--- src/rtl/seg_scan_display.sv ---
// Time-multiplexed seven-segment driver: one shared segment bus, one-hot anode scan,
// shadowed digit data, leading-zero suppression, per-digit blanking and 16-level dimming.
module seg_scan_display #(
  parameter int unsigned NUM_DIGITS = 4,
  parameter int unsigned SCAN_DIV   = 50000,
  parameter bit          ACTIVE_LOW = 1'b1
) (
  input  logic                          clock,
  input  logic                          reset,
  input  logic [4*NUM_DIGITS-1:0]       value,
  input  logic                          load,
  input  logic [NUM_DIGITS-1:0]         dp_in,
  input  logic [NUM_DIGITS-1:0]         blank_in,
  input  logic                          lz_en,
  input  logic [3:0]                    bright,
  output logic [7:0]                    seg,
  output logic [NUM_DIGITS-1:0]         an,
  output logic [$clog2(NUM_DIGITS)-1:0] digit_idx
);

  localparam int unsigned PW   = $clog2(SCAN_DIV);
  localparam int unsigned IW   = $clog2(NUM_DIGITS);
  localparam int unsigned STEP = SCAN_DIV / 16;

  localparam logic [7:0]            SegOff = {8{ACTIVE_LOW}};
  localparam logic [NUM_DIGITS-1:0] AnOff  = {NUM_DIGITS{ACTIVE_LOW}};

  logic [PW-1:0]           presc_q, presc_d;
  logic [IW-1:0]           idx_q, idx_d;
  logic [4*NUM_DIGITS-1:0] val_q;
  logic [NUM_DIGITS-1:0]   dp_q, blank_q;
  logic [7:0]              seg_q, seg_d;
  logic [NUM_DIGITS-1:0]   an_q, an_d;

  logic [NUM_DIGITS-1:0]   lz_zero;
  logic                    all_zero;
  logic [3:0]              nib;
  logic [6:0]              hex;
  logic                    dark;
  logic                    lit;
  logic [PW:0]             thresh;

  // Prescaler and slot index.
  always_comb begin
    presc_d = presc_q + PW'(1);
    idx_d   = idx_q;
    if (presc_q == PW'(SCAN_DIV - 1)) begin
      presc_d = '0;
      idx_d   = (idx_q == IW'(NUM_DIGITS - 1)) ? '0 : idx_q + IW'(1);
    end
  end

  // lz_zero[i] is set when nibbles i..NUM_DIGITS-1 are all zero.
  always_comb begin
    lz_zero  = '0;
    all_zero = 1'b1;
    for (int i = NUM_DIGITS - 1; i >= 0; i--) begin
      all_zero   = all_zero & (val_q[4*i +: 4] == 4'h0);
      lz_zero[i] = all_zero;
    end
  end

  always_comb begin
    nib = val_q[{idx_q, 2'b00} +: 4];
    case (nib)
      4'h0:    hex = 7'h3F;
      4'h1:    hex = 7'h06;
      4'h2:    hex = 7'h5B;
      4'h3:    hex = 7'h4F;
      4'h4:    hex = 7'h66;
      4'h5:    hex = 7'h6D;
      4'h6:    hex = 7'h7D;
      4'h7:    hex = 7'h07;
      4'h8:    hex = 7'h7F;
      4'h9:    hex = 7'h6F;
      4'hA:    hex = 7'h77;
      4'hB:    hex = 7'h7C;
      4'hC:    hex = 7'h39;
      4'hD:    hex = 7'h5E;
      4'hE:    hex = 7'h79;
      default: hex = 7'h71;
    endcase
  end

  // Cycle 0 of each slot is always dark so the previous digit cannot ghost.
  always_comb begin
    thresh = (PW + 1)'((32'(bright) + 32'd1) * STEP);
    dark   = blank_q[idx_q] | (lz_en & (idx_q != '0) & lz_zero[idx_q]);
    lit    = ~dark & (presc_q != '0) & ({1'b0, presc_q} < thresh);
    an_d   = '0;
    for (int i = 0; i < NUM_DIGITS; i++) begin
      an_d[i] = lit & (idx_q == IW'(i));
    end
    an_d  = an_d ^ AnOff;
    seg_d = {dp_q[idx_q], hex} ^ SegOff;
  end

  always_ff @(posedge clock or negedge reset) begin
    if (!reset) begin
      presc_q <= '0;
      idx_q   <= '0;
      val_q   <= '0;
      dp_q    <= '0;
      blank_q <= '0;
      seg_q   <= SegOff;
      an_q    <= AnOff;
    end else begin
      presc_q <= presc_d;
      idx_q   <= idx_d;
      seg_q   <= seg_d;
      an_q    <= an_d;
      if (load) begin
        val_q   <= value;
        dp_q    <= dp_in;
        blank_q <= blank_in;
      end
    end
  end

  assign seg       = seg_q;
  assign an        = an_q;
  assign digit_idx = idx_q;

endmodule

--- config.mk ---
export PLATFORM = sky130hd
export DESIGN_NAME = seg_scan_display
export DESIGN_NICKNAME = d
export VERILOG_FILES = /design/src/rtl/seg_scan_display.sv
export SDC_FILE = /design/constraint.sdc
export NUM_CORES = 1
export LEC_CHECK = 0
export ABC_AREA = 1
export BUFFER_PORTS_ARGS = -buffer_cell sky130_fd_sc_hd__buf_2
export CELL_PAD_IN_SITES_DETAIL_PLACEMENT = 0
export CELL_PAD_IN_SITES_GLOBAL_PLACEMENT = 2
export CORE_MARGIN = 3
export CORE_UTILIZATION = 40
export CTS_BUF_LIST = sky130_fd_sc_hd__clkbuf_4 sky130_fd_sc_hd__clkbuf_8
export DETAILED_ROUTE_END_ITERATION = 10
export GPL_TIMING_DRIVEN = 0
export PLACE_DENSITY = 0.86
export SETUP_SLACK_MARGIN = 0.2
export SKIP_CTS_REPAIR_TIMING = 1
export SKIP_LAST_GASP = 1
export SLEW_MARGIN = 30
export SYNTH_ARGS = -nofsm -noshare
export SYNTH_HDL_FRONTEND = slang
export SYNTH_SLANG_ARGS = --single-unit
--- constraint.sdc ---
create_clock -name clock -period 5.2 [get_ports clock]
set_clock_uncertainty 0.05 [all_clocks]
set_input_delay 0.52 -clock clock [delete_from_list [all_inputs] [get_ports clock]]
set_output_delay 0.52 -clock clock [all_outputs]
set_load 0.01 [all_outputs]
Word-level counts from Yosys, hierarchy flattened:

Memories as Yosys holds them, arrays and structs flattened.
Index checks and enable logic that the tools add are counted.

* $add $sub $neg: 3
* multiply operators: 1
* magnitude comparators: 2
* equality and inequality tests: 4
* shift operators: 1
* multiplexer cells: 8
* bitwise logic cells: 15
* reduce and logical (&&, ||, !) cells: 7

Operators with widths (count)
* 16-bit by 17-bit < comparator with 1-bit output: 1
* 5-bit by 12-bit multiplier with 17-bit output (second input constant): 1
* 16-bit by 1-bit adder with 16-bit output (second input constant): 1
* 16-bit equality test (second input constant): 1
* 4-bit logical NOT: 4
* 16-bit two-way mux: 1
* 16-bit nonzero test: 1
* 16-bit by 5-bit variable part select with 4-bit output: 1
* 1-bit AND: 11
* 8-bit NOT: 1
* 1-bit binary-select mux with 2-bit select: 3
* 4-bit by 1-bit adder with 5-bit output (second input constant): 1
* 2-bit equality test (second input constant): 2
* 4-bit NOT: 1
* 2-bit by 3-bit < comparator with 1-bit output (second input constant): 1
* 1-bit two-way mux: 3
* 2-bit by 1-bit adder with 2-bit output (second input constant): 1
* 2-bit by 1-bit equality test with 1-bit output (second input constant): 1
* 2-bit logical NOT: 1
* 2-bit two-way mux: 1
* 2-bit nonzero test: 1
* 1-bit NOT: 1
* 1-bit bitwise OR: 1

* register bits: 54
* memory bits (read-only): 112
* output and inout port bits: 14
* logic and storage cells: 49
* memories kept: 1

Memory list
* (no name shown): words 16, width 7, read ports 1, clocked after Yosys merged registers in 0, wr ports 0, line 65 `case (nib)`

Depth between registers and ports, before layout:

Gate-level depths: netlist of run 1.

* word-level depth: 13
* depth in mapped cells: 26
* depth with buffers taken out: 26

Worst setup path after synthesis of run 1:

No wires, ideal clock.

* kind: input to register
* start: input port bright[0]
* end: register an_q[0] (netlist: an[0])
* data arrival time: 3826 ps
* required time: 5061 ps
* path slack: 1235 ps
* stages on the path: 26
* buffers on the path: 0
* cells stage by stage: ha_1 > xor2_1 > ha_1 > xnor2_1 > ha_1 > a21o_1 > ha_1 > ha_1 > inv_1 > o21bai_1 > nand2_1 > nand2_1 > a21oi_1 > o21ai_1 > xnor2_1 > ha_1 > nand2_1 > nor2_1 > a211oi_1 > nand2_1 > nand2_1 > nand2_1 > nand2_1 > nand2_1 > nand2_2 > nand3_1

* cells in the longest elaborated chain, start to end: 6

Ends and longest elaborated chain
* from (decl): line 15 `input logic [3:0] bright,`
* 4-bit by 1-bit adder with 5-bit output: line 87 `thresh = (PW + 1)'((32'(bright) + 32'd1) * STEP);`
* 5-bit by 12-bit multiplier with 17-bit output: line 87
* 16-bit by 17-bit < comparator with 1-bit output: line 89 `lit = ~dark & (presc_q != '0) & ({1'b0, presc_q} < thresh);`
* 1-bit AND: line 89
* 1-bit AND: line 92 `an_d[i] = lit & (idx_q == IW'(i));`
* 4-bit NOT (no line)
* net an_d[0]: line 33 `logic [NUM_DIGITS-1:0] an_q, an_d;`
* to (signal assigned): line 106 `an_q <= AnOff;`
* to (signal assigned): line 111 `an_q <= an_d;`
* to (decl): line 33

The timed path passes the listed nets, and every way through them passes these cells.
A chain may end at the register's enable or synchronous reset.

Final worst setup path of run 1:

* start: input port bright[0]
* end: register an_q[3] (netlist: an[3])

The elaborated chain is that of the path after synthesis.

==> results of run 1 <==
## layout by cell type (no fill, tap or decap), types with 2 or more instances in the layout
cell and count:
nand3_1 18, inv_2 9, xnor2_1 8, a31oi_1 2, buf_4 3, nand2_1 85, o21bai_1 3, a21oi_1 26
nand4_1 3, a32oi_1 2, dfstp_2 12, nand2_2 3, clkbuf_8 6, nand3_2 2, o21ai_0 23, nand4_2 2
ha_1 59, clkbuf_1 4, nor2_2 2, dfrtp_1 42, inv_1 61, nor3_1 7, xor2_1 13, nor2_4 3
buf_2 45, mux2_2 9, o21ai_1 10, nor2_1 30, nor3_2 2, a21o_1 3, nor4_1 2, o31ai_1 2
## kinds of logic after synthesis
group                    count (synthesis)  synth area share
AO/OA/AOI/OAI                           84            0.1271
XOR/XNOR                                21           0.04567
adder cells (fa/ha/maj)                 60            0.1883
buffers and inverters                   78           0.07518
flip-flops                              54            0.3392
multiplexers                             9           0.02516
AND/OR/NAND/NOR                        166            0.1994
## power by group through the flow
stage / clock [uW] / sequential (uW) / combinational [uW]
after floorplan: 0 / 477 / 250
after global placement: 0 / 473 / 342
after detailed placement: 0 / 474 / 350
after CTS: 263 / 466 / 353
after global routing: 280 / 469 / 405
final: 255 / 466 / 345
## worst max path at each step
| stage | start | endpoint | slack (ps) | cells past startpoint |
|---|---|---|---|---|
| final | bright[0] | an[3]$_DFF_PN1_ | 850 | 27 |
| after detailed placement | bright[0] | an[3]$_DFF_PN1_ | 490 | 27 |
| after CTS | bright[0] | an[3]$_DFF_PN1_ | 800 | 27 |
| after global placement | bright[0] | an[3]$_DFF_PN1_ | 540 | 27 |
| after floorplan | bright[0] | an[0]$_DFF_PN1_ | 1240 | 26 |
| after global routing | bright[0] | an[1]$_DFF_PN1_ | 410 | 27 |
## synthesized netlist by cell type (all sizes together), types with 3 or more instances
library cell  count  area share
nor2             35       0.039
nand3            21       0.032
a32oi             3       0.011
o21bai            4      0.0084
xnor2             8       0.017
xor2             13       0.028
nand2            88       0.084
nor3              9       0.014
mux2              9       0.025
inv              70       0.065
ha               59        0.18
dfrtp            42        0.26
o21ai            34       0.043
nand4             6       0.016
a21o              3      0.0056
buf               4      0.0062
dfstp            12       0.078
a21oi            27       0.034
nor4              3      0.0062
clkbuf            4      0.0037
## stage by stage
stage / setup slack, ps / instances / cell area (um^2) / hold WS (ps)
3_3_place_gp: 535.4 / 645 / 4409 / 421.2
5_1_grt: 407.4 / 653 / 4511 / 235.7
6_report: 848.7 / 653 / 4511 / 187.7
2_1_floorplan: 1235 / 472 / 4028 / 174.4
4_1_cts: 797.4 / 653 / 4511 / 211.7
3_5_place_dp: 487.1 / 645 / 4412 / 423.9
## per-layer routing
| layer | track usage | vias up | share of wire |
|---|---|---|---|
| li1 | - | 1670 | - |
| met1 | 0.2260 | 1496 | 0.49 |
| met2 | 0.2566 | 41 | 0.47 |
| met3 | 0.01943 | 7 | 0.026 |
| met4 | 0.03978 | 0 | 0.0090 |
| met5 | 0 | - | 0 |
## critical path: stages
cell and delay [ps]:
buf_2 140, ha_1 230, xor2_1 440, ha_1 300, xnor2_1 90, ha_1 190, a21o_1 150, ha_1 270
ha_1 330, inv_1 110, o21bai_1 90, nand2_1 70, nand2_1 50, a21oi_1 230, o21ai_1 140, xnor2_1 150
ha_1 270, nand2_1 70, nor2_1 50, a211oi_1 160, nand2_1 80, nand2_1 60, nand2_1 50, nand2_1 60
nand2_1 50, nand2_2 80, nand3_1 90
## registers in the layout (all words and copies together) (netlist names)
register,count
digit_idx,2
an,4
val_q,16
presc_q,16
seg,8
dp_q,4
blank_q,4
## layout make-up
class	instances	area, um^2
clock buffers	7	90.09
fillers	976	4992
repair buffers	44	222.7
well taps	129	161.4
inverters	70	262.8
plain buffers	8	40.04
clock inverters	1	8.758
flip-flops and latches	54	1366
multi-input cells	340	2359
==> metrics.cfg, run 1 <==
[run_status]
status=complete, no violations

[grt]
antenna_found_initial=0
grt_use_total=0.1589
grt_pass1_vias=3098
grt_pass1_wl_um=14680
grt_max_degree=55
globalRouteOverflowTotal=0

[sta]
rsz0062_at_grt=no
slew_violations=0
post-route-period-util=0.8368
setup_viol=0
max_freq_mhz=229.8
tightest_slew_ps=677.1
max_slew_margin=0.5486
hold_viol_final=0
fin_crit_ps=4351
setup_tns_ps=0

[drt]
routed-via-count=3214
routed_via_density=4.922
drt-pass1-iter-count=4
detail-route-antenna-nets=0
drt-initial-drc-count=158
wl_per_cell_um=13.32
drc=0
wl_um=8695

[clock_network]
cts_sinks=54
clk_pin_slew_ps=100
cts_root_buffer=clkbuf_8
cts_tree=built
cts_buffer_depth=2
numCtsBuffers=5
insertion_delay_ps=300
h-tree-depth=2

[floorplan]
initial_core_util=0.4238
chipWidth_um=106.3
die_y_um=106.3
die-area_mm2=0.01131
ios=46
core_area_mm2=0.009503
placementRows=35

[pwr]
total_power_uw=1066
pwr-share-clk=0.239
switchingPower_uw=356.9
combPwrFrac=0.324
cellPowerDensity_mw_per_mm2=236.3
ir_worst_vdd_v=0.0001335
sequentialPowerShare=0.437
p_int_uw=709.2
p_sw_frac=0.3348
leakagePower_uw=0.002317

[synth]
synthArstFlopShare=1.000
synth_edf_count=0
syn_area_per_cell_um2=8.533
yosysUniqueCellTypes=52
yosysSeqAreaShare=0.3392
synthFlopType=dfrtp_1
syn_inst=472
synth_warnings=0
syn_area_mm2=0.004028
ys_seq_elements=54
synthesis.nets=564

[layout]
area_growth_pct=11.99
final_core_util=0.4747
finalNetCount=615
diodes=0
drive_gt1_frac=0.2080

[critical_path]
crit_fanout=5
crit_type=input pin to flip-flop
cp.required_ps=5370
reg2reg_slack_ps=2910
worstSetupStartpointType=input pin
reg2reg_to=seg[3]$_DFF_PN1_
regToRegStartpoint=digit_idx[1]$_DFFE_PN0N_
r2r_cells=11
cp-end-kind=flip-flop
arrival_ps=4520

[run]
maxCapViolCount=0

[hold_path]
min_path_type=input pin to asynchronous set/reset pin

[placed_design]
port_buffers=44
place_congestion=0.8204
place_hpwl_um=7073

Note: power is estimated with default switching activity, not from simulation.
==> inputs of run 2 (changes only) <==
--- a/config.mk
+++ b/config.mk
@@ -10,11 +10,11 @@
 export CELL_PAD_IN_SITES_DETAIL_PLACEMENT = 0
 export CELL_PAD_IN_SITES_GLOBAL_PLACEMENT = 2
 export CORE_MARGIN = 3
-export CORE_UTILIZATION = 40
+export CORE_UTILIZATION = 33
 export CTS_BUF_LIST = sky130_fd_sc_hd__clkbuf_4 sky130_fd_sc_hd__clkbuf_8
 export DETAILED_ROUTE_END_ITERATION = 10
 export GPL_TIMING_DRIVEN = 0
-export PLACE_DENSITY = 0.86
+export PLACE_DENSITY = 0.76
 export SETUP_SLACK_MARGIN = 0.2
 export SKIP_CTS_REPAIR_TIMING = 1
 export SKIP_LAST_GASP = 1
==> constraint.sdc (replaced) <==
create_clock -name clock -period 3.6 [get_ports clock]
set_clock_uncertainty 0.05 [all_clocks]
set_input_delay 0.36 -clock clock [delete_from_list [all_inputs] [get_ports clock]]
set_output_delay 0.36 -clock clock [all_outputs]
set_load 0.01 [all_outputs]
==> run 2 against run 1 <==
Compared with the run above: the flow now finishes with violations (negative setup slack); combinational power is 97% higher; worst setup slack got worse by 890 ps; clock-buffer cell count fell by 2; total power rose by 59%; utilization is 4.1 points lower; via count is 3.6% higher; wire length increased by 7.3%; highest routed layer unchanged; die area rose by 20%.
==> metrics.cfg, run 2 (synthesized netlist as in run 1, its figures left out) <==
[pwr]
cellPowerDensity_mw_per_mm2=335.8  ; +42%
leakagePower_uw=0.002413  ; +4.1%
ir_worst_vdd_v=0.0001515  ; +13%
total_power_uw=1698  ; +59%

[placed_design]
place_hpwl_um=7294  ; +3.1%
placed_area_mm2=0.004591  ; +4.1%
place_congestion=0.7449  ; -9.2%
port_buffers=44  ; unchanged
preCtsSetupSlack_ps=-632.7  ; -1120 ps

[layout]
finalNetCount=626  ; +1.8%
final_area_mm2=0.005056  ; +12%
drive_gt1_frac=0.3103  ; +0.1023
layout_common_cells=nand2_1, inv_1, buf_2, dfrtp_1, ha_1
diodes=0  ; unchanged
layout_commonest_cell=nand2_1
area_growth_pct=25.54
final_core_util=0.4335  ; -0.04112
nFillCells=1145  ; +17%

[floorplan]
core_area_mm2=0.01166  ; +23%
chipWidth_um=116.5  ; +9.5%
die_y_um=116.5  ; +9.5%
die-area_mm2=0.01357  ; +20%
initial_core_util=0.3453  ; -0.07848
ios=46  ; unchanged
placementRows=39  ; +11%

[drt]
routed_via_density=4.910  ; -0.24%
drc=0  ; unchanged
wl_per_cell_um=13.76  ; +3.4%
drt-initial-drc-count=135  ; -15%
wl_um=9331  ; +7.3%
detail-route-antenna-nets=0  ; unchanged
drt-pass1-iter-count=5  ; +1
routed-via-count=3329  ; +3.6%

[critical_path]
path_buf_inv=3  ; +1
cp-end-kind=flip-flop
worstSetupStartpointType=input pin
path_common_cell=nand2_1
cp.required_ps=3790  ; -1580 ps
arrival_ps=3830  ; -690 ps
slowest_delay_ps=290  ; -150 ps
cp_top_family=adder cells
crit_fanout=5  ; unchanged
cpMaxStageDelayCell=ha_4
crit_type=input pin to flip-flop

[sta]
max_freq_mhz=274.4
hold_viol_final=0  ; unchanged
fin_crit_ps=3645
slew_violations=0  ; unchanged
tightest_slew_ps=690.9  ; +13.74 ps
rsz0062_at_grt=yes
worst_slack_ps=-44.92  ; -893.6 ps
max_slew_margin=0.5394  ; -0.009158
post-route-period-util=1.012
setup_viol=4  ; +4

[clock_network]
cts_root_buffer=clkbuf_8
cts_buffer_depth=2  ; unchanged
insertion_delay_ps=320  ; +20 ps
numCtsBuffers=5  ; unchanged
cts_tree=built
clk_pin_slew_ps=100  ; about the same
h-tree-depth=2  ; unchanged
cts_sinks=54  ; unchanged

[hold_path]
min_path_type=input pin to asynchronous set/reset pin

[grt]
globalRouteOverflowTotal=0  ; unchanged
grt_max_degree=55  ; unchanged
grt_pass1_vias=3195  ; +3.1%
grt_use_total=0.1429  ; -0.01599
grt_pass1_wl_um=15260  ; +3.9%
antenna_found_initial=0  ; unchanged

[run_status]
status=complete, but fails checks
failed_checks=negative setup slack

[run]
maxCapViolCount=0  ; unchanged

==> run 2: cell type report <==
type	instances	area, um^2	area share
Inverter	70	262.8	0.05197
Clock buffer	5	68.82	0.01361
Clock inverter	3	21.27	0.004207
Timing Repair Buffer	55	357.8	0.07077
Multi-Input combinational cell	340	2760	0.5459
Sequential cell	54	1366	0.2702
Tap cell	143	178.9	0.03539
Buffer	8	40.04	0.007919
==> run 2: worst paths after layout <==
path	cells past startpoint	end	slack (ps)	from
max	26	an[1]$_DFF_PN1_	-40	bright[0]
min	1	val_q[1]$_DFFE_PN0P_	4	reset
max reg2reg	11	seg[3]$_DFF_PN1_	1280	digit_idx[1]$_DFFE_PN0N_
min reg2reg	3	seg[7]$_DFF_PN1_	450	dp_q[1]$_DFFE_PN0P_
max in group asynchronous	1	presc_q[13]$_DFF_PN0_	3010	reset
min in group clock	3	val_q[7]$_DFFE_PN0P_	180	value[7]
==> run 2: power breakdown <==
part           switching (uW)  total (uW)  internal, uW  leakage, uW
Sequential               16.6         672           656     0.000650
Clock                     211         348           137    0.0000441
Combinational             368         678           310      0.00172
Total                     595        1700          1100      0.00241
==> run 2: per-stage QoR <==
step                hold slack, ps  std cells  setup TNS (ps)
CTS                          42.20        667           -1032
global route                 63.24        678           -1082
finish                       4.198        678          -105.3
detailed placement           405.8        659           -2431
floorplan                    14.41        472               0
global placement             426.5        659           -2239
==> run 2: per-layer routing <==
metal  vias up  global-route usage  routed length [um]  part of all wire
met4         0             0.04176                 121             0.013
met3         8             0.02124                 213             0.023
met5         -                   0                   0                 0
li1       1696                   -                   -                 -
met2        41              0.2315                4401              0.47
met1      1584              0.1980                4594              0.49
